## src/rtl/sad_accum_16.sv

```systemverilog
// ============================================================================
// Module      : sad_accum_16
// Description : 16-way parallel sum-of-absolute-differences accumulator over
//               one block of luma samples, with saturating accumulators.
// Revision    : 1.0 - initial release
// ============================================================================
`default_nettype none

module sad_accum_16 #(
    parameter int PIXEL_BIT_DEPTH   = 8,
    parameter int ELEMENT_BIT_DEPTH = 14,
    parameter int BLOCK_PIXELS      = 64
) (
    input  logic                           clk,
    input  logic                           rst,
    input  logic                           start,
    input  logic                           pixel_valid,
    input  logic [PIXEL_BIT_DEPTH-1:0]     cur_pixel,
    input  logic [PIXEL_BIT_DEPTH*16-1:0]  ref_pixels,
    output logic                           pixel_ready,
    output logic [ELEMENT_BIT_DEPTH*16-1:0] sad_array,
    output logic                           sad_valid,
    input  logic                           out_ready,
    output logic                           busy
);

    localparam int c_CNT_W = $clog2(BLOCK_PIXELS) + 1;
    localparam logic [c_CNT_W-1:0] c_LAST = c_CNT_W'(BLOCK_PIXELS);

    typedef enum logic [1:0] {
        S_IDLE  = 2'd0,
        S_ACCUM = 2'd1,
        S_DONE  = 2'd2
    } state_t;

    state_t               r_state;
    logic [c_CNT_W-1:0]   r_count;
    logic                 r_pixel_ready;
    logic                 r_sad_valid;
    logic                 r_busy;

    logic                 w_clear;
    logic                 w_accept;
    logic [c_CNT_W-1:0]   w_count_next;

    assign w_clear      = (r_state == S_IDLE) && start;
    assign w_accept     = (r_state == S_ACCUM) && pixel_valid;
    assign w_count_next = r_count + c_CNT_W'(1);

    assign pixel_ready  = r_pixel_ready;
    assign sad_valid    = r_sad_valid;
    assign busy         = r_busy;

    always_ff @(posedge clk or posedge rst) begin
        if (rst) begin
            r_state       <= S_IDLE;
            r_count       <= '0;
            r_pixel_ready <= 1'b0;
            r_sad_valid   <= 1'b0;
            r_busy        <= 1'b0;
        end else begin
            case (r_state)
                S_IDLE: begin
                    if (start) begin
                        r_state       <= S_ACCUM;
                        r_count       <= '0;
                        r_pixel_ready <= 1'b1;
                        r_busy        <= 1'b1;
                    end
                end
                S_ACCUM: begin
                    if (pixel_valid) begin
                        r_count <= w_count_next;
                        // The sample that completes the block is still summed this edge.
                        if (w_count_next == c_LAST) begin
                            r_state       <= S_DONE;
                            r_pixel_ready <= 1'b0;
                            r_sad_valid   <= 1'b1;
                        end
                    end
                end
                S_DONE: begin
                    if (out_ready) begin
                        r_state     <= S_IDLE;
                        r_sad_valid <= 1'b0;
                        r_busy      <= 1'b0;
                    end
                end
                default: begin
                    r_state       <= S_IDLE;
                    r_pixel_ready <= 1'b0;
                    r_sad_valid   <= 1'b0;
                    r_busy        <= 1'b0;
                end
            endcase
        end
    end

    generate
        for (genvar i = 0; i < 16; i++) begin : g_lane
            logic [PIXEL_BIT_DEPTH-1:0]     w_ref;
            logic signed [PIXEL_BIT_DEPTH:0] w_diff;
            logic [PIXEL_BIT_DEPTH-1:0]     w_abs;
            logic [ELEMENT_BIT_DEPTH:0]     w_sum;
            logic [ELEMENT_BIT_DEPTH-1:0]   w_sat;
            logic [ELEMENT_BIT_DEPTH-1:0]   r_acc;

            assign w_ref  = ref_pixels[i*PIXEL_BIT_DEPTH +: PIXEL_BIT_DEPTH];
            assign w_diff = $signed({1'b0, cur_pixel}) - $signed({1'b0, w_ref});
            assign w_abs  = w_diff[PIXEL_BIT_DEPTH] ? PIXEL_BIT_DEPTH'(-w_diff)
                                                    : PIXEL_BIT_DEPTH'(w_diff);
            // One spare bit catches the carry so the sum clamps instead of wrapping.
            assign w_sum  = {1'b0, r_acc} + (ELEMENT_BIT_DEPTH+1)'(w_abs);
            assign w_sat  = w_sum[ELEMENT_BIT_DEPTH] ? {ELEMENT_BIT_DEPTH{1'b1}}
                                                     : w_sum[ELEMENT_BIT_DEPTH-1:0];

            always_ff @(posedge clk or posedge rst) begin
                if (rst) begin
                    r_acc <= '0;
                end else if (w_clear) begin
                    r_acc <= '0;
                end else if (w_accept) begin
                    r_acc <= w_sat;
                end
            end

            assign sad_array[i*ELEMENT_BIT_DEPTH +: ELEMENT_BIT_DEPTH] = r_acc;
        end
    endgenerate

endmodule

`default_nettype wire

```

## config.mk

```make
export PLATFORM = sky130hd
export DESIGN_NAME = sad_accum_16
export DESIGN_NICKNAME = d
export VERILOG_FILES = /design/src/rtl/sad_accum_16.sv
export SDC_FILE = /design/constraint.sdc
export NUM_CORES = 1
export LEC_CHECK = 0
export CORE_MARGIN = 3
export CORE_UTILIZATION = 60
export CTS_BUF_LIST = sky130_fd_sc_hd__clkbuf_8
export DETAILED_ROUTE_END_ITERATION = 8
export PLACE_DENSITY = 0.85
export SLEW_MARGIN = 20
export SYNTH_ARGS = -nofsm -noshare
export SYNTH_HDL_FRONTEND = slang
export SYNTH_SLANG_ARGS = --single-unit
```

## constraint.sdc

```tcl
create_clock -name clk -period 10.85 [get_ports clk]
set_input_delay 1.085 -clock clk [delete_from_list [all_inputs] [get_ports clk]]
set_output_delay 1.085 -clock clk [all_outputs]
set_load 0.01 [all_outputs]
```

Yosys cells after proc, flatten, opt, wreduce, memory -nomap -nowiden
Cells that the tools add are included.
{"block": "op_classes", "mux": 81, "add_sub_neg": 49, "reduce_logical": 10, "bitwise": 3, "eq_ne": 7}
{"op": "14-bit 2-to-1 mux", "count": 48}
{"op": "14-bit by 8-bit adder with 15-bit output", "count": 16}
{"op": "8-bit by 8-bit subtractor with 9-bit output", "count": 16}
{"op": "8-bit 2-to-1 mux", "count": 16}
{"op": "8-bit negator", "count": 16}
{"op": "7-bit 2-to-1 mux", "count": 2}
{"op": "7-bit case mux with 2 select lines", "count": 1}
{"op": "4-bit AND reduction", "count": 3}
{"op": "1-bit case mux with 3 select lines", "count": 3}
{"op": "2-bit 2-to-1 mux", "count": 4}
{"op": "7-bit by 1-bit adder with 7-bit output, second input constant", "count": 1}
{"op": "7-bit == test, second input constant", "count": 1}
{"op": "1-bit 2-to-1 mux", "count": 6}
{"op": "2-bit inequality test, second input constant", "count": 3}
{"op": "2-bit case mux with 3 select lines", "count": 1}
{"op": "3-bit AND reduction", "count": 2}
{"op": "2-bit nonzero test", "count": 2}
{"op": "1-bit inverter", "count": 3}
{"op": "2-bit by 1-bit == test with 1-bit output, second input constant", "count": 1}
{"op": "2-bit == test, second input constant", "count": 1}
{"op": "1-bit logical AND", "count": 2}
{"op": "2-bit zero test", "count": 1}
{"op": "2-bit by 1-bit inequality test with 1-bit output, second input constant", "count": 1}
{"block": "totals", "ff_bits": 236, "inputBits": 141, "out_inout_bits": 227}

Logic depth before layout (Yosys ltp)
Gate-level depths: netlist (run 1).
{"block": "depth", "depth_word": 7, "ltp_mapped": 18, "ltp_nobuf": 17}

Worst setup path before layout (run 1)
No wires, ideal clock.
{"block": "synth_path", "path_type": "input-to-reg", "start": "input cur_pixel[0]", "end": "register g_lane[5].r_acc[7]", "path_slack_ns": 6.070, "setup_ns": 0.133, "t_required_ns": 10.717, "stages": 18, "arrival_ns": 4.647, "cell_sequence": "inv_1 -> ha_1 -> inv_1 -> fa_1 -> a211oi_2 -> nor2_1 -> xor2_1 -> nor4_1 -> nor2_1 -> xnor2_1 -> ha_1 -> o21ai_2 -> or2b_2 -> a21oi_1 -> a211oi_2 -> buf_2 -> a32oi_1 -> o21ai_0"}
{"block": "synth_between", "elab_chain_cells": 7}
{"item": "start, declared", "line_no": "18", "rtl": "input logic [PIXEL_BIT_DEPTH-1:0] cur_pixel,"}
{"item": "8-bit by 8-bit subtractor with 9-bit output (*)", "line_no": "109", "rtl": "assign w_diff = $signed({1'b0, cur_pixel}) - $signed({1'b0, w_ref});"}
{"item": "8-bit negator", "line_no": "110", "rtl": "assign w_abs = w_diff[PIXEL_BIT_DEPTH] ? PIXEL_BIT_DEPTH'(-w_diff)"}
{"item": "8-bit 2-to-1 mux (*)", "line_no": "110"}
{"item": "14-bit by 8-bit adder with 15-bit output (*)", "line_no": "113", "rtl": "assign w_sum = {1'b0, r_acc} + (ELEMENT_BIT_DEPTH+1)'(w_abs);"}
{"item": "14-bit 2-to-1 mux (*)", "line_no": "114", "rtl": "assign w_sat = w_sum[ELEMENT_BIT_DEPTH] ? {ELEMENT_BIT_DEPTH{1'b1}}"}
{"item": "14-bit 2-to-1 mux (*)", "line_no": "122", "rtl": "end else if (w_accept) begin"}
{"item": "14-bit 2-to-1 mux (*)", "line_no": "120", "rtl": "end else if (w_clear) begin"}
{"item": "end signal, assigned", "line_no": "123", "rtl": "r_acc <= w_sat;"}
{"item": "end, declared", "line_no": "106", "rtl": "logic [ELEMENT_BIT_DEPTH-1:0] r_acc;"}
Every way passes the cells marked *; elsewhere a longest branch is shown, timed or not. The select of a mux whose other input is x is not followed.
A chain may end at the register's enable or synchronous reset.

Worst setup path in the final report (run 1)
{"block": "layout_path", "start": "input cur_pixel[0]", "end": "register g_lane[0].r_acc[9]"}
{"block": "layout_between", "elab_chain_cells": 7}
{"item": "8-bit by 8-bit subtractor with 9-bit output (*)", "line_no": "109"}
{"item": "8-bit negator", "line_no": "110"}
{"item": "8-bit 2-to-1 mux (*)", "line_no": "110"}
{"item": "14-bit by 8-bit adder with 15-bit output (*)", "line_no": "113"}
{"item": "14-bit 2-to-1 mux (*)", "line_no": "114"}
{"item": "14-bit 2-to-1 mux (*)", "line_no": "122"}
{"item": "14-bit 2-to-1 mux (*)", "line_no": "120"}
{"item": "end signal, assigned", "line_no": "123"}
{"item": "end, declared", "line_no": "106"}
Marked as above.

==> flow_summary_export.csv, run 1 <==
group,metric,value,unit
run_status,status,"complete, no violations",
drt,routed_wl,75.2,mm
setup_path,path_class,"input port to flip-flop",
cells_and_area,final_cells,3873,
setup_path,crit_start,"cur_pixel[0]",
timing,final_max_slew_viol_count,0,
setup_path,worst-endpoint-required,11.37,ns
yosys,synth-edff-count,0,
yosys,syn_area,24200,um2
power,ir_drop,0.169,mV
setup_path,cp.arrival,5.99,ns
global_route,grt_pass1_vias,24100,
timing,final-hold-violation-count,0,
cells_and_area,layout-drive-gt1-share,5.07,%
floorplan,row_count,72,
cells_and_area,final_cell_area,29300,um2
timing,fmax,183,MHz
yosys,syn_avg_cell_area,8.15,um2
timing,rsz0062_at_grt,"false",
floorplan,die_x,207,um
drt,wire_per_inst,19.4,um
global_route,antenna_found_initial,1,
cts,cts_made_buffers,46,
yosys,yosys.area_share.adder,16.7,%
global_route,grt_pass1_wl,119,mm
yosys,synth_top_family_by_area,"compound AO/OA/AOI/OAI gates",
yosys,syn_inst,2972,
cells_and_area,nFillCells,2985,
placed_design,place_ws,4.76,ns
global_route,grt_max_degree,103,
floorplan,core_area,39300,um2
yosys,async_flop_share,100,%
global_route,track_usage,33.9,%
timing,fin_worst_skew,0.0314,ns
yosys,synthXorXnorAreaFrac,8.75,%
cts,tritoncts,"done",
cts,cts_sinks,236,
cts,clockRootBuffer,"clkbuf_8",
yosys,ys_ff_latch,236,
cts,post_cts_resize_count,0,
setup_path,cp-end-kind,"flip-flop",
min_path,worstHoldStart,"r_count[6]",
cts,worst_skew_pair.late_latency,0.61,ns
cells_and_area,nNetsFinal,3765,
timing,finalSetupTns,0,ns
yosys,synth_top_cell_area_share,24.4,%
floorplan,io_pins,368,
setup_path,start_kind,"input port",
min_path,hold_class,"flip-flop to flip-flop",
yosys,ys_types,84,
cts,clkTransAtPathRegs,0.06,ns
yosys,synthSimpleGateAreaFrac,15.0,%
power,p_total,7.20,mW
floorplan,die-area,42800,um2
cts,hold_buffers,0,
timing,finalCriticalPeriod,5.48,ns
yosys,synthMuxAreaShare,0.872,%
global_route,gr-total-overflow,0,
drt,ant_nets,0,
timing,tightest_slew,1.06,ns
power,p_leak,13.4,nW
run,drv_cap,0,
floorplan,die_h,207,um
yosys,synth_commonest_cells,"273 x ha_1, 259 x nor2_1, 255 x inv_1",
floorplan,initial_core_util,61.7,%
setup_path,worst-path-max-fanout,16,
yosys,ys.flop_type,"dfrtp_1",
drt,vias_per_cell,6.29,
drt,dr_total_vias,24400,
cells_and_area,area_delta_synth_final,20.9,%
cts,post_cts_buffers,0,
power,powerDensity,246,nW/um2
placed_design,place.gp.congestion,0.920,
timing,slew_headroom,29.3,%
yosys,synth_compound_area_share,28.7,%
yosys,yosysSeqAreaShare,24.4,%
cells_and_area,diodes,0,
yosys,synthTopCellsByArea,"dfrtp_1 24%, ha_1 14%, xnor2_1 5.7%",
placed_design,dp_hpwl,53.9,mm
timing,period_share,50.5,%
drt,first_iter_violations,2046,
drt,first_pass_iters,5,
placed_design,place_inst,3789,
yosys,post-synth-top-count-cell,"ha_1",
drt,drc_errors,0,
yosys,synth_area_leader_cell,"dfrtp_1",
setup_path,r2r_start,"r_state[0]",
placed_design,placed_cell_area,28300,um2
timing,finalSetupViolCount,0,
timing,worst_slack,5.37,ns
yosys,syn_nets,3418,
cts,ctsLongestPathBuffers,3,
placed_design,portBuffers,367,
yosys,ys_warn_count,0,
cts,htree_levels,2,
-- power by group --
part	switching (mW)	internal, mW
Combinational	2.47	2.21
Sequential	0.376	1.19
Clock	0.425	0.524
Total	3.27	3.93
-- final timing paths --
check	end	slack [ns]	depth (start not counted)
setup / recovery	g_lane[0].r_acc[9]	5.37	20
hold / removal	r_count[6]	0.49	1
setup reg to reg	g_lane[8].r_acc[13]	7.27	7
hold reg to reg	r_count[6]	0.49	1
max in group asynchronous	r_state[1]	8.32	3
min in group asynchronous	g_lane[7].r_acc[2]	1.06	2
-- sequential cells by signal, indices dropped and copies added (netlist names) --
signal        flops
r_count           7
r_state           2
busy              1
g_lane.r_acc    224
sad_valid         1
pixel_ready       1
-- metal layers --
layer	GRT usage (%)	up-vias	wire length, um
met3	6.77	213	6500
met2	57.0	1025	35400
met4	17.0	0	3580
met5	0	-	0
li1	-	11500	-
met1	41.6	11600	29800
-- per-stage QoR --
stage	hold slack, ns	utilization, %
finish	0.489	74.6
CTS	0.492	74.5
global route	0.506	74.6
floorplan	0.451	-
global placement	0.472	72.1
detailed placement	0.483	72.1
-- cell type report --
| class | instances | area, um2 | area share (%) |
|---|---|---|---|
| clock buffers | 61 | 840 | 2.87 |
| clock inverters | 23 | 121 | 0.414 |
| inverters | 256 | 968 | 3.31 |
| multi-input cells | 2395 | 17000 | 58.1 |
| flip-flops and latches | 236 | 5910 | 20.2 |
| well taps | 518 | 648 | 2.21 |
| repair buffers | 384 | 3790 | 12.9 |
-- critical path, cell delays in order --
cell and delay, ns:
clkdlybuf4s50_1 0.39, inv_1 0.05, buf_4 0.40, ha_1 0.24, inv_1 0.05, fa_1 0.41
a211oi_2 0.30, o21ai_0 0.13, a21o_1 0.16, a21o_1 0.24, mux2_2 0.26, inv_1 0.05
fa_1 0.40, nand2b_1 0.18, a21oi_1 0.23, o41ai_1 0.13, nor4_1 0.74, buf_4 0.27
o21bai_1 0.11, a22o_1 0.14
-- logic make-up after synthesis --
| logic type | after synthesis |
|---|---|
| compound gates | 1057 |
| simple gates | 772 |
| buf+inv | 341 |
| fa+ha+maj | 305 |
| xor+xnor | 242 |
| flops | 236 |
| mux | 19 |
-- layout by cell type, fill, tap and decap left out, types with 15 or more instances in the layout --
master | Yosys | routed
a21oi_1 | 236 | 235
a41oi_1 | 15 | 15
xnor2_1 | 158 | 158
o31ai_1 | 24 | 24
a211oi_2 | 20 | 21
and3_1 | 26 | 26
a31oi_1 | 61 | 61
a211oi_1 | 29 | 28
buf_4 | 6 | 17
fa_1 | 32 | 32
o21a_1 | 62 | 62
xor2_1 | 84 | 84
nor2_1 | 259 | 258
a22oi_1 | 16 | 16
nand2_1 | 201 | 200
ha_1 | 273 | 273
nor4_1 | 17 | 17
o211ai_1 | 24 | 24
o22ai_1 | 17 | 17
or3_1 | 25 | 25
clkbuf_8 | 0 | 61
nor3_1 | 46 | 45
nand2b_1 | 51 | 51
a22o_1 | 24 | 24
inv_1 | 255 | 271
a21o_1 | 105 | 104
nand3_1 | 46 | 46
clkdlybuf4s50_1 | 0 | 365
dfrtp_1 | 236 | 236
mux2_2 | 17 | 17
o21bai_1 | 27 | 27
nor2b_1 | 27 | 27
o21ai_0 | 252 | 252
Note: power is estimated with default switching activity, not from simulation.
==> inputs of run 2 (changes only) <==
--- a/config.mk
+++ b/config.mk
@@ -6,10 +6,10 @@
 export NUM_CORES = 1
 export LEC_CHECK = 0
 export CORE_MARGIN = 3
-export CORE_UTILIZATION = 60
+export CORE_UTILIZATION = 57
 export CTS_BUF_LIST = sky130_fd_sc_hd__clkbuf_8
 export DETAILED_ROUTE_END_ITERATION = 8
-export PLACE_DENSITY = 0.85
+export PLACE_DENSITY = 0.82
 export SLEW_MARGIN = 20
 export SYNTH_ARGS = -nofsm -noshare
 export SYNTH_HDL_FRONTEND = slang
==> constraint.sdc (replaced) <==
create_clock -name clk -period 5.51 [get_ports clk]
set_input_delay 0.551 -clock clk [delete_from_list [all_inputs] [get_ports clk]]
set_output_delay 0.551 -clock clk [all_outputs]
set_load 0.01 [all_outputs]
==> run 2 against run 1 <==
- design area rose by 0.55%
- combinational power rose by 97%
- cell count rose by 0.67%
- global-route usage fell by 0.79 points
- worst hold slack got worse by 0.043 ns
- total power rose by 96%
- non-clock buffer count rose by 15
- die area rose by 5.1%
- sequential share of layout area fell by 0.11 points
- count of clock-buffer cells in the layout did not move
- critical endpoint is now g_lane[10].r_acc[10]
- largest power group unchanged
- highest routed layer is now met5
==> flow_summary_export.csv, run 2 (synthesis results as in run 1) <==
group,metric,value,unit
run_status,status,"complete, no violations",
placed_design,place.gp.congestion,0.942,
power,seqPwrFrac,21.8,%
drt,vias_per_cell,6.21,
cts,cts_sinks,236,
drt,drc_errors,0,
cells_and_area,final_cell_mix,"365 x clkdlybuf4s50_1, 273 x ha_1, 261 x inv_1, 258 x nor2_1, 252 x o21ai_0",
global_route,gr-total-overflow,0,
power,switching_power,6.42,mW
placed_design,placed_cell_area,28500,um2
cells_and_area,layout-drive-gt1-share,5.67,%
timing,slew_headroom,29.1,%
setup_path,r2r_start,"g_lane[4].r_acc[0]",
timing,period_share,85.3,%
setup_path,worst-endpoint-required,6.02,ns
timing,rsz0062_at_grt,"false",
drt,first_iter_violations,1920,
timing,finalSetupViolCount,0,
drt,first_pass_iters,7,
power,powerDensity,479,nW/um2
power,clkPwrFrac,13.0,%
cts,ctsLongestPathBuffers,3,
setup_path,cp-end-kind,"flip-flop",
setup_path,crit_family,"compound AO/OA/AOI/OAI gates",
setup_path,endpoint,"g_lane[10].r_acc[10]",
cells_and_area,largest_reg_flops,224,
power,sw_frac_of_total,45.5,%
timing,fmax,213,MHz
floorplan,die-area,45000,um2
timing,final-hold-violation-count,0,
global_route,grt_pass1_wl,122,mm
floorplan,die_h,212,um
setup_path,cp_slowest_cell,"o211a_1",
cts,clkTransAtPathRegs,0.06,ns
timing,finalSetupTns,0,ns
cts,tritoncts,"done",
cts,cts_made_buffers,45,
timing,tightest_slew,1.06,ns
setup_path,r2r_end,"g_lane[4].r_acc[1]",
drt,ant_nets,0,
global_route,antenna_found_initial,1,
cells_and_area,multi_input_area,17000,um2
setup_path,cp_cell_sequence,"clkdlybuf4s50_1 -> inv_1 -> buf_12 -> buf_4 -> ha_1 -> inv_1 -> fa_1 -> a211oi_2 -> o21ai_0 -> a21o_1 -> a21o_1 -> mux2_2 -> inv_1 -> fa_1 -> nor2b_1 -> o211ai_1 -> a21boi_1 -> o211a_1 -> a31oi_1 -> a311oi_1",
power,p_leak,13.5,nW
power,p_int,7.70,mW
setup_path,crit_path_frequent_cell,"inv_1",
cells_and_area,seq_area,5910,um2
cells_and_area,diodes,0,
cts,clockRootBuffer,"clkbuf_8",
global_route,grt_pass1_vias,24100,
cts,hold_buffers,0,
floorplan,io_pins,368,
setup_path,critical_path_cell_count,20,
cells_and_area,final_common_cell,"clkdlybuf4s50_1",
cells_and_area,nFillCells,3294,
cells_and_area,largest_register,"g_lane.r_acc",
cts,htree_levels,2,
power,comb_power_share,65.2,%
cells_and_area,final_cell_area,29500,um2
setup_path,max_stage_delay,0.51,ns
timing,finalCriticalPeriod,4.70,ns
cells_and_area,nNetsFinal,3779,
setup_path,worst-path-max-fanout,15,
setup_path,crit_buf_inv,6,
setup_path,r2r_cells,10,
placed_design,dp_hpwl,56.2,mm
cts,post_cts_buffers,0,
drt,dr_total_vias,24200,
floorplan,core_area,41400,um2
global_route,grt_max_degree,143,
setup_path,r2r_slack,2.73,ns
setup_path,start_kind,"input port",
floorplan,initial_core_util,58.6,%
drt,routed_wl,75.9,mm
cells_and_area,reg_top3,"g_lane.r_acc (224), r_count (7), r_state (2)",
setup_path,cp.arrival,5.21,ns
drt,wire_per_inst,19.5,um
run,drv_cap,0,
floorplan,die_x,212,um
timing,final_max_slew_viol_count,0,
setup_path,crit_start,"cur_pixel[0]",
floorplan,row_count,74,
timing,fin_worst_skew,0.0433,ns
power,ir_drop,0.258,mV
cells_and_area,area_delta_synth_final,21.5,%
cts,post_cts_resize_count,0,
global_route,track_usage,33.1,%
cts,worst_skew_pair.late_latency,0.62,ns
setup_path,path_class,"input port to flip-flop",
min_path,hold_class,"input port to asynchronous set/reset pin",
placed_design,portBuffers,367,
[run 2: cell count changes in the layout (fill, tap and decap cells not counted)]
cell       before  now
nand2_4         0    1
a211oi_2       21   20
inv_1         271  261
buf_4          17   26
bufinv_16       1    0
nand2_8         1    0
buf_12          0    6
inv_8           1    0
inv_6           0    1
clkinv_2        4   12
a211oi_1       28   29
[run 2: area by class of cell]
type / instances / area share, %
inverters: 256 / 3.28
multi-input cells: 2395 / 57.7
well taps: 532 / 2.26
repair buffers: 399 / 13.5
clock buffers: 61 / 2.85
clock inverters: 20 / 0.323
flip-flops and latches: 236 / 20.1
[run 2: worst min-delay path by stage]
stage               start                  to  slack, ns  depth (start not counted)
2_1_floorplan  r_count[6]          r_count[6]       0.45                          1
3_3_place_gp   r_count[6]          r_count[6]       0.48                          1
3_5_place_dp   r_count[6]          r_count[6]       0.48                          1
4_1_cts               rst  g_lane[7].r_acc[7]       0.43                          2
5_1_grt               rst  g_lane[7].r_acc[7]       0.46                          2
6_report              rst  g_lane[7].r_acc[3]       0.45                          2
[run 2: metrics by stage]
step,cells,hold slack [ns],setup WS (ns),util [%],total power [mW]
6_report,3899,0.446,0.810,71.2,14.1
5_1_grt,3899,0.463,0.564,71.2,15.3
4_1_cts,3899,0.425,0.913,71.2,14.0
3_5_place_dp,3818,0.483,0.252,68.9,12.1
3_3_place_gp,3818,0.479,0.328,68.9,11.7
2_1_floorplan,2972,0.451,1.26,-,9.23
[run 2: power groups by stage]
stage	registers, mW	logic (mW)	clock network [mW]
global placement	3.06	8.64	0
finish	3.08	9.20	1.84
global route	3.15	10.2	1.94
floorplan	3.12	6.10	0
detailed placement	3.07	9.02	0
CTS	3.06	9.10	1.86
[run 2: layer usage]
metal | share of wire (%) | routed length [um] | GRT usage, % | up-vias
li1 | - | - | - | 11500
met1 | 41 | 31400 | 42.9 | 11600
met2 | 46 | 34600 | 54.0 | 914
met3 | 8.5 | 6420 | 6.52 | 222
met4 | 4.5 | 3430 | 14.7 | 2
met5 | 0.016 | 12 | 0 | -
